**src/rtl/legv8_mem_pkg.sv**
```systemverilog
// Shared widths, FSM state type and response record for the LEGv8 load/store path.
// Defining LEGV8_STORE_READBACK_EN adds the VERIFY state used for store readback.
package legv8_mem_pkg;

    localparam int DEF_DATA_W   = 32;
    localparam int DEF_ADDR_W   = 8;
    localparam int DEF_OFF_W    = 9;
    localparam int DEF_READ_LAT = 1;

`ifdef LEGV8_STORE_READBACK_EN
    typedef enum logic [2:0] {
        IDLE,
        ACCESS,
        WAIT,
        RESP,
        VERIFY
    } state_t;
`else
    typedef enum logic [1:0] {
        IDLE,
        ACCESS,
        WAIT,
        RESP
    } state_t;
`endif

    typedef struct packed {
        logic [DEF_DATA_W-1:0] rdata;
        logic                  error;
    } resp_t;

endpackage

```
**src/rtl/legv8_dt_addr_gen.sv**
```systemverilog
// Combinational LEGv8 D-format address: zero-extended base plus sign-extended DT offset,
// with an out-of-range flag instead of wrap-around.
module legv8_dt_addr_gen #(
    parameter int ADDR_W = 8,
    parameter int OFF_W  = 9
) (
    input  logic [ADDR_W-1:0] base,
    input  logic [OFF_W-1:0]  offset,
    output logic [ADDR_W-1:0] addr,
    output logic              out_of_range
);

    // Two guard bits keep the full-precision sum and its sign.
    localparam int SUM_W = ((ADDR_W > OFF_W) ? ADDR_W : OFF_W) + 2;

    logic signed [SUM_W-1:0] base_ext;
    logic signed [SUM_W-1:0] off_ext;
    logic signed [SUM_W-1:0] sum;

    assign base_ext     = $signed({{(SUM_W-ADDR_W){1'b0}}, base});
    assign off_ext      = $signed({{(SUM_W-OFF_W){offset[OFF_W-1]}}, offset});
    assign sum          = base_ext + off_ext;
    assign out_of_range = sum[SUM_W-1] | (|sum[SUM_W-2:ADDR_W]);
    assign addr         = sum[ADDR_W-1:0];

endmodule

```
**src/rtl/legv8_mem_access_unit.sv**
```systemverilog
// LDUR/STUR initiator between execute and the single-port data memory; all outputs registered.
// Optional LEGV8_STORE_READBACK_EN re-reads every stored word and flags a mismatch.
module legv8_mem_access_unit
    import legv8_mem_pkg::*;
#(
    parameter int DATA_W   = DEF_DATA_W,
    parameter int ADDR_W   = DEF_ADDR_W,
    parameter int OFF_W    = DEF_OFF_W,
    parameter int READ_LAT = DEF_READ_LAT
) (
    input  logic              clk,
    input  logic              rst_n,
    input  logic              req_valid,
    output logic              req_ready,
    input  logic              req_write,
    input  logic [ADDR_W-1:0] req_base,
    input  logic [OFF_W-1:0]  req_offset,
    input  logic [DATA_W-1:0] req_wdata,
    output logic              resp_valid,
    input  logic              resp_ready,
    output logic [DATA_W-1:0] resp_rdata,
    output logic              resp_error,
    output logic              mem_read_flag,
    output logic              mem_write_flag,
    output logic [ADDR_W-1:0] mem_address,
    output logic [DATA_W-1:0] mem_wdata,
    input  logic [DATA_W-1:0] mem_rdata
);

    localparam int              CNT_W     = (READ_LAT > 1) ? $clog2(READ_LAT) : 1;
    localparam logic [CNT_W-1:0] WAIT_LAST = CNT_W'(READ_LAT - 1);

    state_t            state;
    logic              is_store;
    logic [CNT_W-1:0]  wait_cnt;
    logic [ADDR_W-1:0] calc_addr;
    logic              calc_oor;

    legv8_dt_addr_gen #(
        .ADDR_W (ADDR_W),
        .OFF_W  (OFF_W)
    ) u_addr_gen (
        .base         (req_base),
        .offset       (req_offset),
        .addr         (calc_addr),
        .out_of_range (calc_oor)
    );

    always_ff @(posedge clk) begin
        if (!rst_n) begin
            state          <= IDLE;
            req_ready      <= 1'b1;
            resp_valid     <= 1'b0;
            resp_rdata     <= '0;
            resp_error     <= 1'b0;
            mem_read_flag  <= 1'b0;
            mem_write_flag <= 1'b0;
            mem_address    <= '0;
            mem_wdata      <= '0;
            is_store       <= 1'b0;
            wait_cnt       <= '0;
        end else begin
            case (state)
                IDLE: begin
                    if (req_valid && req_ready) begin
                        req_ready  <= 1'b0;
                        resp_rdata <= '0;
                        is_store   <= req_write;
                        wait_cnt   <= '0;
                        if (calc_oor) begin
                            // Bad address: answer immediately, memory untouched.
                            resp_error <= 1'b1;
                            resp_valid <= 1'b1;
                            state      <= RESP;
                        end else begin
                            resp_error     <= 1'b0;
                            mem_address    <= calc_addr;
                            mem_wdata      <= req_wdata;
                            mem_read_flag  <= ~req_write;
                            mem_write_flag <= req_write;
                            state          <= ACCESS;
                        end
                    end
                end

                ACCESS: begin
                    mem_write_flag <= 1'b0;
                    if (is_store) begin
`ifdef LEGV8_STORE_READBACK_EN
                        mem_read_flag <= 1'b1;
                        state         <= VERIFY;
`else
                        mem_read_flag <= 1'b0;
                        resp_valid    <= 1'b1;
                        state         <= RESP;
`endif
                    end else begin
                        mem_read_flag <= 1'b0;
                        state         <= WAIT;
                    end
                end

`ifdef LEGV8_STORE_READBACK_EN
                VERIFY: begin
                    mem_read_flag <= 1'b0;
                    state         <= WAIT;
                end
`endif

                WAIT: begin
                    if (wait_cnt == WAIT_LAST) begin
                        resp_rdata <= mem_rdata;
`ifdef LEGV8_STORE_READBACK_EN
                        resp_error <= is_store && (mem_rdata != mem_wdata);
`endif
                        resp_valid <= 1'b1;
                        state      <= RESP;
                    end else begin
                        wait_cnt <= wait_cnt + 1'b1;
                    end
                end

                RESP: begin
                    if (resp_ready) begin
                        resp_valid <= 1'b0;
                        req_ready  <= 1'b1;
                        state      <= IDLE;
                    end
                end

                default: begin
                    state          <= IDLE;
                    req_ready      <= 1'b1;
                    resp_valid     <= 1'b0;
                    mem_read_flag  <= 1'b0;
                    mem_write_flag <= 1'b0;
                end
            endcase
        end
    end

endmodule

```
**config.mk**
```make
export PLATFORM = sky130hd
export DESIGN_NAME = legv8_mem_access_unit
export DESIGN_NICKNAME = d
export VERILOG_FILES = /design/src/rtl/legv8_mem_pkg.sv /design/src/rtl/legv8_dt_addr_gen.sv /design/src/rtl/legv8_mem_access_unit.sv
export SDC_FILE = /design/constraint.sdc
export NUM_CORES = 1
export LEC_CHECK = 0
export BUFFER_PORTS_ARGS = -buffer_cell sky130_fd_sc_hd__buf_4
export CORE_MARGIN = 2
export CORE_UTILIZATION = 45
export CTS_CLUSTER_DIAMETER = 60
export CTS_CLUSTER_SIZE = 28
export DETAILED_ROUTE_END_ITERATION = 7
export GPL_TIMING_DRIVEN = 0
export PLACE_DENSITY = 0.85
export SLEW_MARGIN = 15
export SYNTH_ARGS = -nofsm -noshare
export SYNTH_HDL_FRONTEND = slang
export SYNTH_SLANG_ARGS = --single-unit
```
**constraint.sdc**
```tcl
create_clock -name clk -period 2.2 [get_ports clk]
set_input_delay 0 -clock clk [delete_from_list [all_inputs] [get_ports clk]]
set_output_delay 0 -clock clk [all_outputs]
set_load 0.005 [all_outputs]
```
# Yosys cells after proc, flatten, opt, wreduce, memory -nomap -nowiden
# Cells that the tools add are included.
# Widths: inputs -> output; s select.
dict set report totals {
  in_bits 86
  latch_bits 0
  memories 0
  regBits 81
  romBits 0
  wordCells 66
  ramBits 0
  out_inout_bits 77
}
dict set report classes {
  n_eq_ne 9
  shift 0
  n_mux 27
  order_cmp 0
  n_reduce_logical 14
  addsub 2
  bitwise 3
  multipliers 0
  n_div 0
}
# operator n
set op_table {}
lappend op_table {{$mux 32} 2}
lappend op_table {{$pmux 32 s2} 1}
lappend op_table {{$reduce_and 3->1} 5}
lappend op_table {{$mux 1} 14}
lappend op_table {{$ne 2x2->1 const B} 6}
lappend op_table {{$add 9x9->10} 1}
lappend op_table {{$mux 2} 4}
lappend op_table {{$pmux 1 s2} 4}
lappend op_table {{$pmux 2 s4} 1}
lappend op_table {{$reduce_bool 2->1} 3}
lappend op_table {{$reduce_and 5->1} 1}
lappend op_table {{$eq 2x2->1 const B} 2}
lappend op_table {{$pmux 1 s4} 1}
lappend op_table {{$reduce_and 2->1} 2}
lappend op_table {{$eq 2x1->1 const B} 1}
lappend op_table {{$logic_not 2->1} 1}
lappend op_table {{$not 1->1} 2}
lappend op_table {{$reduce_or 2->1} 1}
lappend op_table {{$add 1x1->1 const B} 1}
lappend op_table {{$logic_and 1x1->1} 1}
lappend op_table {{$or 1x1->1} 1}

# Logic depth before layout (Yosys ltp)
dict set report logic_depth {
  ltp_word 6
  depth_mapped 10
  mapped_depth_nobuf 8
}

# Cells and area by module
# A second synthesis with hierarchy kept.
dict set report hier_totals {
  hier_cells 413
  hier_area_um2 3394.5
}
# mod cells_per_inst seq_area_each_um2 area_per_inst_um2 n_inst
set modules_own_cells {}
lappend modules_own_cells {legv8_mem_access_unit 371 1601.5 3062.9 1}
lappend modules_own_cells {legv8_dt_addr_gen 42 0.0 331.6 1}

# Worst setup path after synthesis
# Ideal clock, no wire load.
dict set report synth_path {
  kind {input-to-reg}
  startpoint {input req_base[0]}
  endpoint {register mem_read_flag}
  required_ns 2.130
  path_slack_ns 0.310
  t_arrival_ns 1.820
  path_stages 9
  path_buffers 1
  setup_ns 0.070
  cell_sequence {ha_1 fa_1 a211oi_2 o211a_1 o211ai_2 a21boi_2 buf_6 or3_1 a21oi_1}
}
dict set report synth_between {
  elab_chain_cells 5
}
# item line_no
set synth_rtl {}
lappend synth_rtl {{start: declaration} legv8_mem_access_unit.sv:16} ;# input logic [ADDR_W-1:0] req_base,
lappend synth_rtl {{$add 9x9->10 (*)} legv8_dt_addr_gen.sv:22} ;# assign sum = base_ext + off_ext;
lappend synth_rtl {{$reduce_or 2->1} legv8_dt_addr_gen.sv:23} ;# assign out_of_range = sum[SUM_W-1] | (|sum[SUM_W-2:ADDR_W]);
lappend synth_rtl {{$or 1x1->1 (*)} legv8_dt_addr_gen.sv:23}
lappend synth_rtl {{$ne 2x2->1 (no line) (*)} n/a}
lappend synth_rtl {{$reduce_and 3->1 (no line) (*)} n/a}
lappend synth_rtl {{end signal: assignment} legv8_mem_access_unit.sv:79} ;# mem_read_flag <= ~req_write;
lappend synth_rtl {{end: declaration} legv8_mem_access_unit.sv:23} ;# output logic mem_read_flag,
# Mark *: on every way between the ends. The rest lies on a longest branch, timed or not.
# A chain may end at the register's enable or synchronous reset.

# Worst setup path in the final report
dict set report layout_path {
  startpoint {register state[0]}
  endpoint {register resp_rdata[5]}
}
dict set report layout_between {
  elab_chain_cells 3
  word_cells_on_any_way 7
  cone_classes {eq/ne: 3; mux: 1; reduce/logical: 3}
}
# item line_no
set layout_rtl {}
lappend layout_rtl {{start: declaration} legv8_mem_access_unit.sv:33} ;# state_t state;
lappend layout_rtl {{start signal: assignment} legv8_mem_access_unit.sv:51} ;# state <= IDLE;
lappend layout_rtl {{start signal: assignment} legv8_mem_access_unit.sv:74} ;# state <= RESP;
lappend layout_rtl {{start signal: assignment} legv8_mem_access_unit.sv:81} ;# state <= ACCESS;
lappend layout_rtl {{$eq 2x2->1 / $logic_not 2->1 (equally long branches)} legv8_mem_access_unit.sv:63} ;# case (state)
lappend layout_rtl {{$ne 2x2->1 (no line) / $reduce_bool 2->1 (equally long branches)} n/a}
lappend layout_rtl {{$reduce_and 3->1 (no line)} n/a}
lappend layout_rtl {{end signal: assignment} legv8_mem_access_unit.sv:112} ;# resp_rdata <= mem_rdata;
lappend layout_rtl {{end: declaration} legv8_mem_access_unit.sv:21} ;# output logic [DATA_W-1:0] resp_rdata,
# Parallel ways exist; a longest one is shown, timed or not.

==> impl_metrics.json <==
{
  "run_status": "completed",
  "largest_net_degree_at_the_start_of_global_routing": 16,
  "worst_r2r_path_depth": 7,
  "insertedDiodeCount": 0,
  "synth_top_area_cell": "dfxtp_1",
  "synth.cell_area_sq_mm": 0.00329,
  "die_height_microns": 89.6,
  "power.share.switching_pct": 33.3,
  "clock_pin_slew_on_the_worst_setup_and_hold_paths_ps": 100,
  "timing.rr.start": "state[0]",
  "route.detailed.drc": 0,
  "design.final.nets": 678,
  "post-dp-hpwl_microns": 6950,
  "synth_enable_flop_cells": 0,
  "drv_slew": 0,
  "regArea_sq_mm": 0.00160,
  "power_per_cell_area_mw_per_mm2": 835,
  "setup_slack_ps": 150,
  "cts_inserted_buffers": 9,
  "postSynthNetCount": 438,
  "ys_seq_elements": 80,
  "post-place-ws_ps": -149,
  "post_cts_setup_repair_buffer_count": 0,
  "synth_sequential_area_ratio_pct": 48.6,
  "design_area_sq_mm": 0.00554,
  "share_comb_of_total_power_pct": 35.7,
  "hold_path.startpoint": "req_valid",
  "switchingPower_mw": 1.54,
  "number_of_cells_on_the_worst_hold_path": 4,
  "internal_power_summed_over_all_cells_mw": 3.09,
  "end_kind": "flop",
  "worst_ep_required_time_ps": 2490,
  "timing.critical_path.from_type": "flop",
  "fp.coreArea_sq_mm": 0.00718,
  "final_core_util_pct": 77.1,
  "num_io_pins": 163,
  "initial_utilization_pct": 45.9,
  "fraction_of_synthesized_cell_area_taken_by_the_top_area_cell_type_pct": 48.6,
  "vdd_ir_drop_max_uv": 487,
  "synth_ff_type": "dfxtp_1",
  "critical_path_top_delay_cell": "clkbuf_1",
  "min_period_ps": 2050,
  "tritoncts": "done",
  "synth_cell_type_count": 38,
  "grt_overflow_total": 0,
  "hold_path_end": "resp_error",
  "cap_violations": 0,
  "timing.final.crit_share_pct": 93.2,
  "timing_worst_slew_pin_value_ps": 569,
  "mostFrequentLayoutCell": "buf_4",
  "timing.final.hold_violations": 0,
  "crit_fanout": 10,
  "power.total_mw": 4.62,
  "detailroute.via_count": 3535,
  "finalHoldWorstSlack_ps": 45.4,
  "slowest_cell_delay_on_critical_path_ps": 420,
  "fill_cells": 459,
  "cts_max_level": 3,
  "routed_wl_microns": 11100,
  "grt_usage_pct": 27.0,
  "area_growth_pct": 68.0,
  "worstHoldPathType": "primary input to flop",
  "grt_pass1_vias": 3645,
  "drtAntennaViolNets": 0,
  "global_route_wire_length_before_repair_microns": 16600,
  "via_per_inst": 5.18,
  "max_freq_mhz": 488,
  "clock-skew-final_ps": 16.3,
  "setup_tns_ps": 0,
  "rsz0062_at_grt": "no",
  "clockBufferDepth": 2,
  "die_w_microns": 89.6,
  "reg2reg_to": "resp_rdata[5]",
  "synth_area_leaders": "dfxtp_1 49%, mux2i_1 12%, nor2_1 8.8%, a22oi_1 7.3%, ha_1 4.6%",
  "arr_time_crit_path_ps": 2340,
  "layout.cells.most_common_list": "162 x buf_4, 80 x dfxtp_1, 77 x nor2_1",
  "clkLatencyLatePin_ps": 360,
  "io_buffer_count": 162,
  "timing.slew.headroom_pct": 62.1,
  "postSynthAreaPerCell_sq_um": 9.72,
  "timing.critical_path.cells": "inv_1 -> ha_2 -> and3_1 -> a21oi_2 -> clkbuf_1 -> a22oi_1 -> nor2_1",
  "post_route_cells_drive_above_1_share_pct": 33.4,
  "clock_tree.root_cell": "clkbuf_8",
  "rows": 31,
  "leakage_power_nw": 2.76,
  "numPlacedInstances": 600,
  "drt-wirelength-per-cell_microns": 16.2,
  "synth.yosys.warnings": 0,
  "clock-sinks": 80,
  "multiInputGateArea_sq_mm": 0.00155,
  "pwr-share-clk_pct": 24.8,
  "synthCells": 339,
  "power_frac_seq_pct": 39.5,
  "floorplan.die_area_sq_mm": 0.00802,
  "firstDrtPassIters": 4,
  "setup_violations": 0,
  "critical_path_class": "flop to flop",
  "drt-initial-drc-count": 119,
  "gp_routability_congestion": 0.796,
  "layout.cells.non_filler": 683,
  "placedInstanceArea_sq_mm": 0.00463,
  "synth_async_reset_ratio_pct": 0,
  "r2r_slack_ps": 150,
  "grt_antenna_before_repair": 0
}
==> power groups by stage <==
stage          Clock (mW)  Sequential (mW)  Combinational [mW]
5_1_grt              1.23             1.85                1.80
4_1_cts              1.17             1.81                1.60
6_report             1.15             1.83                1.65
3_3_place_gp            0             1.83                1.43
2_1_floorplan           0             1.84               0.825
3_5_place_dp            0             1.84                1.48
==> per-layer routing <==
layer / routed length, microns / GRT usage [%] / vias up / share of wire (%)
met1: 4240 / 28.9 / 1640 / 38
li1: - / - / 1675 / -
met5: 0 / 0 / - / 0
met2: 5700 / 47.9 / 183 / 51
met4: 349 / 14.8 / 0 / 3.1
met3: 796 / 7.20 / 37 / 7.2
==> worst max path at each step <==
stage / start / end / slack [ps]
after floorplan: req_base[0] / mem_read_flag / 310
after global placement: state[0] / resp_rdata[7] / -20
after detailed placement: state[0] / resp_rdata[25] / -150
after CTS: state[0] / resp_rdata[25] / 10
after global routing: state[0] / resp_rdata[20] / 20
final: state[0] / resp_rdata[5] / 150
==> synth_stat cells (all sizes together) (3+ instances only) <==
cell type / n
o21a: 3
xor2: 3
dfxtp: 80
nand3: 6
clkbuf: 16
mux2i: 40
nor2: 77
o2111ai: 3
inv: 9
a21oi: 14
ha: 12
buf: 5
xnor2: 3
a22oi: 32
o21ai: 8
nand2: 7
==> cell type report <==
cell class	count	area share (%)
repair buffers	230	34.3
plain buffers	20	2.10
clock inverters	6	1.38
well taps	99	2.24
multi-input cells	229	28.0
flip-flops and latches	80	28.9
inverters	9	0.610
clock buffers	10	2.49
==> state kept, by name, summed over array words and instances, names as in the netlist, 2 cells and up <==
register and flops:
resp_rdata 32, mem_wdata 32, state 2, mem_address 8
==> cell families (layout without fill, tap and decap cells) <==
group                      after synthesis  after routing  synth area share (%)
AOI/OAI and AO/OA                       71             71                  15.4
xor gates and xnor gates                 6              6                  1.60
adders and majority gates               13             13                  5.17
buffers and inverters                   30            275                  4.56
DFF                                     80             80                  48.6
muxes                                   41             41                  12.5
and+or+nand+nor                         98             98                  12.2
==> worst max-delay path: cells and delay by family (launching register included) <==
family,cells,cell delay (ps)
AO/OA/AOI/OAI,2,430
flip-flops,1,370
AND/OR/NAND/NOR,2,420
adder cells (fa/ha/maj),1,250
buffers and inverters,2,520
==> repair_timing <==
item	CTS	global route
hold buffers	68	0
endpoints found under the hold margin	70	0
gates resized for setup	4	1
endpoints found under the setup margin	30	74
Power figures use the tool's default switching activity.
